## src/rtl/mac_pin_driver.sv

```systemverilog
// mac_pin_driver: host-side sequencer for the mac load/compute pins.
// Serialises one operand frame, fires a compute and captures the result.
module mac_pin_driver #(
    parameter int RESULT_LAT = 2
) (
    input  logic        clk,
    input  logic        rst,
    input  logic        op_valid,
    output logic        op_ready,
    input  logic [31:0] op_data,
    input  logic        op_clr,
    output logic        res_valid,
    input  logic        res_ready,
    output logic [15:0] res_data,
    output logic        busy,
    output logic [7:0]  mac_in,
    output logic        mac_ld1,
    output logic        mac_ld2,
    output logic        mac_ld3,
    output logic        mac_ld4,
    output logic        mac_ld,
    output logic        mac_clken,
    output logic        mac_rst,
    input  logic [15:0] mac_out
);

    typedef enum logic [3:0] {
        IDLE,
        CLR,
        L1,
        L2,
        L3,
        L4,
        FIRE,
        WAIT,
        HOLD
    } state_t;

    localparam logic [3:0] WAIT_INIT = 4'(RESULT_LAT - 1);

    state_t      state;
    state_t      state_nx;
    logic [31:0] frame;
    logic [3:0]  cnt;
    logic        load;
    logic        capture;

    always_ff @(posedge clk) begin
        if (rst) begin
            state    <= IDLE;
            frame    <= '0;
            cnt      <= '0;
            res_data <= '0;
        end else begin
            state <= state_nx;
            if (load) begin
                frame <= op_data;
            end
            if (state == FIRE) begin
                cnt <= WAIT_INIT;
            end else if (state == WAIT && cnt != 4'd0) begin
                cnt <= cnt - 4'd1;
            end
            if (capture) begin
                res_data <= mac_out;
            end
        end
    end

    // The frame's clear request is carried by the CLR/L1 choice itself.
    always_comb begin
        state_nx  = state;
        load      = 1'b0;
        capture   = 1'b0;
        op_ready  = 1'b0;
        res_valid = 1'b0;
        mac_in    = '0;
        mac_ld1   = 1'b0;
        mac_ld2   = 1'b0;
        mac_ld3   = 1'b0;
        mac_ld4   = 1'b0;
        mac_ld    = 1'b0;
        mac_clken = 1'b0;
        mac_rst   = 1'b0;
        unique case (state)
            IDLE: begin
                op_ready = !rst;
                if (op_valid) begin
                    load     = 1'b1;
                    state_nx = op_clr ? CLR : L1;
                end
            end
            CLR: begin
                mac_rst   = 1'b1;
                mac_clken = 1'b1;
                state_nx  = L1;
            end
            L1: begin
                mac_in    = frame[7:0];
                mac_ld1   = 1'b1;
                mac_clken = 1'b1;
                state_nx  = L2;
            end
            L2: begin
                mac_in    = frame[15:8];
                mac_ld2   = 1'b1;
                mac_clken = 1'b1;
                state_nx  = L3;
            end
            L3: begin
                mac_in    = frame[23:16];
                mac_ld3   = 1'b1;
                mac_clken = 1'b1;
                state_nx  = L4;
            end
            L4: begin
                mac_in    = frame[31:24];
                mac_ld4   = 1'b1;
                mac_clken = 1'b1;
                state_nx  = FIRE;
            end
            FIRE: begin
                mac_ld    = 1'b1;
                mac_clken = 1'b1;
                state_nx  = WAIT;
            end
            WAIT: begin
                mac_clken = 1'b1;
                if (cnt == 4'd0) begin
                    capture  = 1'b1;
                    state_nx = HOLD;
                end
            end
            HOLD: begin
                res_valid = 1'b1;
                if (res_ready) begin
                    state_nx = IDLE;
                end
            end
            default: begin
                state_nx = IDLE;
            end
        endcase
    end

    assign busy = (state != IDLE);

endmodule

```

## config.mk

```make
export PLATFORM = sky130hd
export DESIGN_NAME = mac_pin_driver
export DESIGN_NICKNAME = d
export VERILOG_FILES = /design/src/rtl/mac_pin_driver.sv
export SDC_FILE = /design/constraint.sdc
export NUM_CORES = 1
export LEC_CHECK = 0
export BUFFER_PORTS_ARGS = -buffer_cell sky130_fd_sc_hd__buf_4
export CAP_MARGIN = 5
export CORE_MARGIN = 2
export CORE_UTILIZATION = 49
export CTS_CLUSTER_DIAMETER = 200
export DETAILED_ROUTE_END_ITERATION = 10
export GPL_ROUTABILITY_DRIVEN = 0
export PLACE_DENSITY = 0.87
export SLEW_MARGIN = 5
export SYNTH_ARGS = -nofsm -noshare
export SYNTH_HDL_FRONTEND = slang
export SYNTH_SLANG_ARGS = --single-unit
```

## constraint.sdc

```tcl
create_clock -name clk -period 4.2 [get_ports clk]
set_input_delay 0.63 -clock clk [delete_from_list [all_inputs] [get_ports clk]]
set_output_delay 0.63 -clock clk [all_outputs]
set_load 0.005 [all_outputs]
```

=== Word level (Yosys, flattened, before mapping) ===
Cells that the tools add are included.
Widths: inputs -> output; s select.

* Add/sub/neg operators: 1
* $mul: 0
* Div/mod/pow operators: 0
* $lt $le $gt $ge: 0
* Equality and inequality tests: 11
* Shifts and indexed selects: 0
* Multiplexer cells: 21
* Bitwise operators: 0
* Reductions and logical operators: 10

{| class="wikitable"
|+ Operators with widths
! cell !! count
|-
| $pmux 4 s9 || 1
|-
| $pmux 8 s4 || 1
|-
| $eq 4x3->1 const B || 4
|-
| $mux 1 || 15
|-
| $mux 4 || 3
|-
| $eq 4x2->1 const B || 2
|-
| $logic_not 4->1 || 2
|-
| $reduce_bool 4->1 || 2
|-
| $reduce_or 7->1 || 1
|-
| $eq 4x1->1 const B || 1
|-
| $eq 4x4->1 const B || 1
|-
| $ne 2x2->1 const B || 2
|-
| $sub 4x1->4 const B || 1
|-
| $reduce_and 3->1 || 1
|-
| $mux 2 || 1
|-
| $ne 2x1->1 const B || 1
|-
| $reduce_bool 2->1 || 1
|-
| $reduce_or 2->1 || 1
|-
| $logic_and 1x1->1 || 1
|-
| $logic_not 1->1 || 1
|}

* Flip-flop bits (word level): 56
* Bits in latches: 0
* RAM bits: 0
* ROM bits: 0
* Bits of input ports: 53
* Memories kept: 0

=== Longest topological paths before layout ===
* Depth in word-level cells: 4
* Gate-level depth with buffers: 6

=== Worst setup path after synthesis ===
OpenSTA, ideal clock, no wires.

* Path kind: register to output
* Start point: register state[0]
* End point: output port mac_in[0]
* Arrival: 1.273 ns
* Data required time: 3.570 ns
* Path slack: 2.297 ns
* Stages on the path, launching flop included: 6
* Buffers on the path: 2
* Cells stage by stage: dfxtp_1 buf_6 buf_2 nor3b_2 a22oi_1 o21ai_0

* Longest elaborated chain between the ends: 2
* Elaborated cells on any way between the ends: 5
* Classes of those cells: 4 x eq/ne; 1 x mux

{| class="wikitable"
|+ RTL lines
! item !! line !! RTL
|-
| from (decl) || 41 || <nowiki>state_t state;</nowiki>
|-
| from (signal assigned) || 55 || <nowiki>state <= state_nx;</nowiki>
|-
| $eq 4x3->1 or $eq 4x2->1 (tied branches) || 85 || <nowiki>unique case (state)</nowiki>
|-
| $pmux 8 s4 (*) || 85 ||
|-
| to (decl) || 16 || <nowiki>output logic [7:0] mac_in,</nowiki>
|}

Every way passes the cells marked *; elsewhere a longest branch is shown, timed or not.

=== Worst setup path after layout ===
* Start point: register state[1]
* End point: output port mac_in[2]

The elaborated chain is that of the path after synthesis.

==> results.yml <==
status:
  status: "completed"
layout:
  fin_util_pct: 63.2
  syn2layout_area_growth_pct: 24.0
  multi_input_comb_area_sq_mm: 0.00126
  nFillCells: 484
  drive_above_1_share_pct: 28.6
  regArea_sq_mm: 0.00112
  num_antenna_cells: 0
  nets: 424
synthesis:
  synth_edf_count: 0
  postSynthNetCount: 365
  synth_warnings: 0
  ys.flop_type: "dfxtp_1"
  async_reset_ff_share_pct: 0
  yosys.area_share.simple_pct: 19.4
  synth_adder_area_share_pct: 0.478
  synthesis.area_sq_mm: 0.00262
  synth_xor_xnor_area_share_pct: 0
  synthMuxAreaShare_pct: 0
  syn_inst: 311
  ys_seq_elements: 56
  avgSynthCellArea_sq_um: 8.42
  yosys.cell_types.count: 39
  synth_top_family_by_area: "compound AO/OA/AOI/OAI gates"
  synth_compound_area_share_pct: 28.1
  ys_seq_area_share_pct: 42.8
floorplan:
  die_h_microns: 77.1
  coreArea_sq_mm: 0.00514
  die_area_sq_mm: 0.00595
  io_pins: 87
  die_x_microns: 77.1
  start_util_pct: 51.0
  rows: 26
drt:
  vias_per_cell: 5.90
  ant_nets: 0
  drc: 0
  dr.pass1.iters: 4
  wire_per_inst_microns: 15.6
  dr.first_iter.drc_count: 201
  wl_mm: 6.86
  vias: 2596
cts:
  ctsHoldBuffers: 0
  clkLatencyLatePin_ps: 320
  cts_buffer_depth: 2
  cts.sinks: 56
  cts_tree: "done"
  cts-resized-gates: 0
  numCtsBuffers: 5
  postCtsSetupBuffers: 0
  clk_root_buffer_cell: "clkbuf_8"
  clk_pin_slew_ps: 100
  cts.htree.levels: 2
worst_hold_path:
  min-delay-path-class: "reg2reg"
timing:
  finalSetupViolCount: 0
  period_share_pct: 70.8
  hold-worst-slack_ps: 478
  maxSlewViolCount: 0
  rsz0062_at_grt: "no"
  relSlewSlack_pct: 23.7
  hold_viol_final: 0
  clock.fmax_ghz: 0.336
  worstMarginPinSlew_ps: 1140
  setup_tns_ps: 0
  min_period_ps: 2970
  finalClockSkew_ps: 8.44
global_routing:
  grt_start_max_net_pins: 56
  grt_overflow: 0
  grt_pass1_vias: 2210
  antenna_found_initial: 0
  grt_pass1_wl_mm: 11.2
  track_usage_pct: 23.1
critical_path:
  path_max_fanout: 18
  end_kind: "output pin"
  start_kind: "flop"
  crit_required_ps: 3570
  cp.arrival_ps: 2340
  crit_type: "reg2out"
power:
  leakage_nw: 1.26
  power_mw: 1.10
  max-vdd-ir-drop_uv: 178
  power_density_mw_per_mm2: 338
place:
  dp_hpwl_mm: 4.40
  io_buffers: 86
job:
  cap_viol_max_count: 0
## worst max-delay path, stage by stage, from the launching register on
cell and delay [ps]:
dfxtp_1 780, nor3b_2 670, a22oi_1 190, o21ai_0 240, buf_4 160
## where the power goes
group | internal, mW | total [mW] | switching (mW)
Sequential | 0.559 | 0.588 | 0.0287
Combinational | 0.0871 | 0.194 | 0.107
Clock | 0.147 | 0.316 | 0.169
Total | 0.793 | 1.10 | 0.305
## stage by stage
stage,cell area [sq um],setup slack (ps),std cells
global placement,3150,1680,433
detailed placement,3150,1640,433
floorplan,2620,2300,311
global route,3250,1140,440
finish,3250,1230,440
CTS,3250,1290,440
## worst paths after layout
path / startpoint / end / slack [ps] / cells after the start
worst max-delay path: state[1] / mac_in[2] / 1230 / 4
worst min-delay path: frame[19] / frame[19] / 480 / 2
worst max register to register: state[0] / cnt[1] / 2030 / 3
worst min register to register: frame[19] / frame[19] / 480 / 2
## layout by cell type (no fill, tap or decap), types with 2 or more instances in the layout
cell and count:
a211oi_1 3, a21oi_1 55, a22oi_1 17, buf_4 88, clkbuf_8 7, dfxtp_1 56
inv_1 4, nand3_1 49, nor2_1 4, nor3_1 2, nor3b_2 2, nor4b_1 2
nor4bb_1 2, o21ai_0 30, o21ai_1 27, or3_1 2
## logic make-up after synthesis
kind of cell             count (synthesis)
buffers and inverters                   42
adder cells (fa/ha/maj)                  1
AND/OR/NAND/NOR                         77
flip-flops                              56
AO/OA/AOI/OAI                          135
## layer usage
metal,wire (microns),up-vias,global-route usage (%)
met1,3070,1229,33.8
met3,348,13,3.41
met5,0,-,0
li1,-,1260,-
met2,3290,94,33.0
met4,154,0,11.1
## area by class of cell
class                      count  share of cell area (%)
multi-input combinational    213                    38.7
inverter                       6                   0.770
clock buffer                   7                    2.97
sequential                    56                    34.5
tap                           70                    2.70
timing repair buffer          88                    20.3
## cells in the mapped netlist, types with 3 or more instances
master / n / area [sq um]
inv_1: 4 / 15.0
o21ai_0: 30 / 150
buf_1: 5 / 18.8
dfxtp_1: 56 / 1120
buf_2: 5 / 25.0
clkbuf_1: 15 / 56.3
o21ai_1: 27 / 135
nand3_1: 49 / 245
nor2_1: 4 / 15.0
buf_6: 9 / 101
a211oi_1: 3 / 22.5
a21oi_1: 55 / 275
a22oi_1: 17 / 128
## state kept, by name, summed over array words and instances (netlist names)
| register | flops |
|---|---|
| cnt | 4 |
| res_data | 16 |
| frame | 32 |
| state | 4 |
No activity file was read; power rests on OpenSTA's default activity.
